## config.mk

```make
export PLATFORM = sky130hd
export DESIGN_NAME = gray_decode32
export DESIGN_NICKNAME = d
export VERILOG_FILES = /design/src/rtl/gray_pkg.sv /design/src/rtl/gray_dec_stage.sv /design/src/rtl/gray_decode32.sv
export SDC_FILE = /design/constraint.sdc
export NUM_CORES = 1
export LEC_CHECK = 0
export CAP_MARGIN = 25
export CELL_PAD_IN_SITES_DETAIL_PLACEMENT = 1
export CELL_PAD_IN_SITES_GLOBAL_PLACEMENT = 1
export CORE_MARGIN = 8
export CORE_UTILIZATION = 40
export CTS_BUF_LIST = sky130_fd_sc_hd__clkbuf_4 sky130_fd_sc_hd__clkbuf_8
export CTS_CLUSTER_SIZE = 12
export DETAILED_ROUTE_END_ITERATION = 10
export PLACE_DENSITY = 0.78
export SYNTH_ARGS = -nofsm -noshare
export SYNTH_HDL_FRONTEND = slang
export SYNTH_SLANG_ARGS = --single-unit
```

## constraint.sdc

```tcl
create_clock -name clk -period 2.75 [get_ports clk]
set_input_delay 0.275 -clock clk [delete_from_list [all_inputs] [get_ports clk]]
set_output_delay 0.275 -clock clk [all_outputs]
set_load 0.01 [all_outputs]
```

## src/rtl/gray_pkg.sv

```systemverilog
// Shared definitions for the pipelined Gray-to-binary decoder: default sizes,
// snapshot handshake states and the multi-bit-step test.
package gray_pkg;

  localparam int WIDTH_DEF  = 32;
  localparam int STAGES_DEF = 4;
  // Difference words are widened to this size before the step test.
  localparam int POP_W      = 64;

  typedef enum logic [1:0] {
    IDLE,
    WAIT,
    ACK
  } snap_state_e;

  // True when more than one bit is set: clearing the lowest set bit leaves something.
  function automatic logic multi_bit_step(input logic [POP_W-1:0] diff);
    return (diff & (diff - POP_W'(1))) != '0;
  endfunction

endpackage

```

## src/rtl/gray_dec_stage.sv

```systemverilog
// One decoder pipeline slice: converts bits [HI:LO] of the working word from
// Gray to binary, using the binary bit just above the slice as the carry.
module gray_dec_stage
  import gray_pkg::*;
#(
  parameter int WIDTH  = WIDTH_DEF,
  parameter int STAGES = STAGES_DEF,
  parameter int IDX    = 1
) (
  input  logic             clk,
  input  logic             reset,
  input  logic [WIDTH-1:0] w_i,
  input  logic             valid_i,
  output logic [WIDTH-1:0] w_o,
  output logic             valid_o
);

  localparam int S  = WIDTH / STAGES;
  localparam int HI = WIDTH - 1 - (IDX - 1) * S;
  localparam int LO = WIDTH - IDX * S;

  // Working word: bits above HI are already binary, bits at/below HI still Gray.
  logic [WIDTH-1:0] w_q, w_d;
  logic             valid_q;
  logic             carry_in;
  logic             carry;

  if (IDX == 1) begin : g_msb
    assign carry_in = 1'b0;
  end else begin : g_inner
    assign carry_in = w_i[HI+1];
  end

  always_comb begin
    w_d   = w_i;
    carry = carry_in;
    for (int i = HI; i >= LO; i--) begin
      carry  = carry ^ w_i[i];
      w_d[i] = carry;
    end
  end

  always_ff @(posedge clk) begin
    if (reset) begin
      w_q     <= '0;
      valid_q <= 1'b0;
    end else begin
      w_q     <= w_d;
      valid_q <= valid_i;
    end
  end

  assign w_o     = w_q;
  assign valid_o = valid_q;

endmodule

```

## src/rtl/gray_decode32.sv

```systemverilog
// Pipelined Gray-to-binary decoder with single-step checking on the input and
// a four-phase snapshot handshake on the output.
module gray_decode32
  import gray_pkg::*;
#(
  parameter int WIDTH  = WIDTH_DEF,
  parameter int STAGES = STAGES_DEF
) (
  input  logic             clk,
  input  logic             reset,
  input  logic [WIDTH-1:0] g_in,
  input  logic             g_valid,
  output logic [WIDTH-1:0] b_out,
  output logic             b_valid,
  output logic             step_err,
  output logic [7:0]       err_cnt,
  input  logic             snap_req,
  output logic             snap_ack,
  output logic [WIDTH-1:0] snap_val
);

  // ---------------- decode pipeline ----------------
  logic [WIDTH-1:0]              in_g_q;
  logic                          in_v_q;
  logic [STAGES:0][WIDTH-1:0]    w_pipe;
  logic [STAGES:0]               v_pipe;

  always_ff @(posedge clk) begin
    if (reset) begin
      in_g_q <= '0;
      in_v_q <= 1'b0;
    end else begin
      in_g_q <= g_in;
      in_v_q <= g_valid;
    end
  end

  assign w_pipe[0] = in_g_q;
  assign v_pipe[0] = in_v_q;

  for (genvar gi = 0; gi < STAGES; gi++) begin : g_stage
    gray_dec_stage #(
      .WIDTH  (WIDTH),
      .STAGES (STAGES),
      .IDX    (gi + 1)
    ) u_stage (
      .clk     (clk),
      .reset   (reset),
      .w_i     (w_pipe[gi]),
      .valid_i (v_pipe[gi]),
      .w_o     (w_pipe[gi+1]),
      .valid_o (v_pipe[gi+1])
    );
  end

  assign b_out   = w_pipe[STAGES];
  assign b_valid = v_pipe[STAGES];

  // ---------------- step checker ----------------
  logic [WIDTH-1:0] prev_g_q;
  logic             prev_ok_q;
  logic             step_err_q;
  logic [7:0]       err_cnt_q, err_cnt_d;
  logic             violation;

  assign violation = g_valid && prev_ok_q && multi_bit_step(POP_W'(g_in ^ prev_g_q));
  assign err_cnt_d = (err_cnt_q == 8'hFF) ? err_cnt_q : err_cnt_q + 8'd1;

  always_ff @(posedge clk) begin
    if (reset) begin
      prev_g_q   <= '0;
      prev_ok_q  <= 1'b0;
      step_err_q <= 1'b0;
      err_cnt_q  <= '0;
    end else begin
      if (g_valid) begin
        prev_g_q  <= g_in;
        prev_ok_q <= 1'b1;
      end
      if (violation) begin
        step_err_q <= 1'b1;
        err_cnt_q  <= err_cnt_d;
      end
    end
  end

  assign step_err = step_err_q;
  assign err_cnt  = err_cnt_q;

  // ---------------- snapshot handshake ----------------
  snap_state_e      state_q, state_d;
  logic [WIDTH-1:0] snap_val_q, snap_val_d;

  always_comb begin
    state_d    = state_q;
    snap_val_d = snap_val_q;
    unique case (state_q)
      IDLE: if (snap_req) state_d = WAIT;
      // A capture wins even if the request drops in the same cycle.
      WAIT: begin
        if (b_valid) begin
          snap_val_d = b_out;
          state_d    = ACK;
        end else if (!snap_req) begin
          state_d = IDLE;
        end
      end
      ACK:  if (!snap_req) state_d = IDLE;
      default: state_d = IDLE;
    endcase
  end

  always_ff @(posedge clk) begin
    if (reset) begin
      state_q    <= IDLE;
      snap_val_q <= '0;
    end else begin
      state_q    <= state_d;
      snap_val_q <= snap_val_d;
    end
  end

  assign snap_ack = (state_q == ACK);
  assign snap_val = snap_val_q;

endmodule
```

==> flow_metrics.tcl <==
set metrics [dict create \
    fmax_mhz 380 \
    detailedRoute.firstIterationViolations 168 \
    core_area_sq_um 20200 \
    post_layout_nonfiller_instances 1268 \
    crit_fanout 3 \
    p_per_area_nw_per_um2 740 \
    area.growth.synth_to_final_pct 33.5 \
    antenna_cells 0 \
    routed-via-count 5695 \
    arrival_ns 3.01 \
    finClkSkew_ns 0.0245 \
    cts.hold.buffers_added 0 \
    clock_tree_from_tritoncts "yes" \
    clock_tree.htree_level_count 2 \
    number_of_warnings_issued_by_yosys 0 \
    starting_density_of_the_core_pct 40.6 \
    timing.final.crit_period_ns 2.63 \
    globalRoute.totalOverflow 0 \
    ys_async_sr_fraction_pct 0 \
    cp-startpoint "prev_g_q[19]" \
    die_height_um 159 \
    finish.net_count 1008 \
    vdd_ir_drop_max_uv 346 \
    netlist_top_cells_count "dfxtp_1, nor2b_1, nand2_1, nor2_1, a21oi_1" \
    cap_viol_max_count 0 \
    synth_cell_type_count 50 \
    share_seq_of_total_power_pct 47.0 \
    synth.largest_area_cell "dfxtp_1" \
    timing_max_transition_violations_final 0 \
    synth_top_cell_area_share_pct 58.7 \
    worst_r2r_startpoint "prev_g_q[19]" \
    min_path_type "input pin to register" \
    setup.reg_to_reg.worst_slack_ns 0.12 \
    pin_count 111 \
    cts_inserted_buffers 40 \
    power_frac_clock_pct 41.6 \
    cp-start-kind "register" \
    setup_total_negative_slack_ns 0 \
    die_w_um 159 \
    maximum_buffer_depth_of_the_clock_tree 3 \
    wl_per_cell_um 14.0 \
    clk_pin_slew_ns 0.06 \
    routed_wirelength_um 17800 \
    design_power_total_mw 8.12 \
    grt_pass1_vias 5887 \
    clkLatencyLatePin_ns 0.53 \
    grt.met2_usage_pct 23.5 \
    drt_drc_violations_left 0 \
    synth_seq_cells 241 \
    worst_slack_ns 0.117 \
    grt_start_max_net_pins 87 \
    gp_routability_congestion 0.864 \
    synthCells 796 \
    netlist_top_cells_area "dfxtp_1, nor2b_1, mux2i_1, xnor2_1, nand2_1" \
    synth-main-ff-cell "dfxtp_1" \
    io_buffer_count 110 \
    num_rows 52 \
    grt_antenna_before_repair 0 \
    intPower_mw 6.22 \
    grt_first_pass_wirelength_um 29500 \
    worst-slew-pin-transition_ns 0.660 \
    detail-route-antenna-nets 0 \
    synth_seq_area_share_pct 58.7 \
    number_of_enable_type_register_cells_in_the_synthesized_netlist 0 \
    netSwitchingPower_mw 1.91 \
    post-dp-hpwl_um 12500 \
    pwr-share-comb_pct 11.4 \
    hold_violations 0 \
    synth_fp_nets 833 \
    min_path_cells 2 \
    worst-endpoint-required_ns 3.13 \
    rsz_0062_raised_after_global_routing "true" \
    static-leakage-power_nw 4.37 \
    numPlacedInstances 1198 \
    worst-r2r-cell-count 10 \
    postSynthAreaPerCell_sq_um 10.3 \
    final-setup-viol-count 0 \
    power.switching_fraction_pct 23.5 \
    holdCritStartpoint "reset" \
    post_placement_worst_setup_slack_ns -0.467 \
    globalRoute.busiestLayer "met2" \
    grt.total_usage_pct 13.9 \
    final_util_pct 54.3 \
    first_pass_iters 4 \
    min_period_over_period_pct 95.7 \
    vias_per_cell 4.49 \
    numClockSinks 241 \
    design.die.area_sq_um 25400 \
    synth.most_common_cell "dfxtp_1" \
    worstSetupPathType "register to register" \
    max-slew-margin-rel_pct 56.0 \
    grtUsageMet3_pct 3.83 \
    fraction_of_final_layout_cells_sized_beyond_drive_strength_1_pct 16.5 \
    outcome "complete, no violations" \
    cts_root_buffer "clkbuf_8" \
    globalRouteMet1Util_pct 16.6 \
    worstSetupEndpointType "register" \
    syn_area_sq_um 8220 \
]
area by class of cell:
type | instances | area [sq um]
fillers | 2199 | 9260
clock inverters | 7 | 100
inverters | 9 | 33.8
flip-flops and latches | 241 | 4830
repair buffers | 170 | 1580
multi-input cells | 509 | 3320
well taps | 270 | 338
clock buffers | 62 | 785
through the flow:
| step | area (sq um) | hold slack [ns] |
|---|---|---|
| finish | 11000 | 0.193 |
| global route | 11000 | 0.216 |
| CTS | 10900 | 0.192 |
| detailed placement | 9990 | 0.424 |
| global placement | 9990 | 0.417 |
| floorplan | 8220 | 0.403 |
flip-flops by register name (all words and copies together) (netlist names):
name / cells
g_stage.u_stage.w_o: 128
step_err: 1
snap_val: 32
in_v_q: 1
err_cnt: 8
prev_g_q: 32
g_stage.u_stage.valid_o: 4
in_g_q: 32
state_q: 2
prev_ok_q: 1
final timing paths:
path                                                    to
worst max-delay path                            err_cnt[6]
worst min-delay path                           prev_g_q[2]
worst max register to register                  err_cnt[6]
worst min register to register  g_stage[2].u_stage.w_o[26]
metal layers:
layer | part of all wire [%] | up-vias
met5 | 0 | -
met4 | 1.4 | 0
met3 | 5.3 | 25
met2 | 49 | 113
met1 | 45 | 2639
li1 | - | 2918
timing repair:
item	in CTS	in global routing
pin swaps	0	9
endpoints found under the hold margin	0	0
gates resized for setup	1	19
endpoints found under the setup margin	2	8
setup buffers	0	1
placed cells by master (no fill, tap or decap), types with 4 or more instances in the layout:
master	synthesis	routed
a21oi_1	42	42
and2_1	9	9
and3_1	4	4
buf_4	0	57
clkbuf_4	0	11
clkbuf_8	0	51
clkdlybuf4s50_1	0	108
dfxtp_1	241	240
inv_1	9	9
mux2i_1	33	33
nand2_1	80	80
nand3_1	7	7
nor2_1	67	66
nor2b_1	139	139
nor3_1	4	4
xnor2_1	35	30
xnor2_2	3	7
xor2_1	29	29
kinds of logic after synthesis:
kind of cell,after synthesis,share of synthesized area (%)
AOI/OAI and AO/OA,69,5.18
xor gates and xnor gates,67,7.41
adders and majority gates,2,0.274
buffers and inverters,46,2.10
DFF,241,58.7
muxes,36,4.52
and+or+nand+nor,335,21.8
power groups by stage:
stage	clock, mW	sequential (mW)	combinational [mW]
floorplan	0	3.89	0.500
global placement	0	3.88	0.891
detailed placement	0	3.89	0.914
CTS	3.51	3.82	0.921
global route	3.68	3.84	1.02
finish	3.38	3.82	0.923
critical path: stages, from the launching register on:
cell and delay (ns):
dfxtp_1 0.32, xor2_1 0.17, nand4b_1 0.25, buf_4 0.19, nor4_2 0.30, nand3_1 0.18
o22ai_1 0.18, nand3_1 0.16, or3_2 0.50, a31oi_1 0.16, a211oi_1 0.07
(Power assumes the default switching activity.)
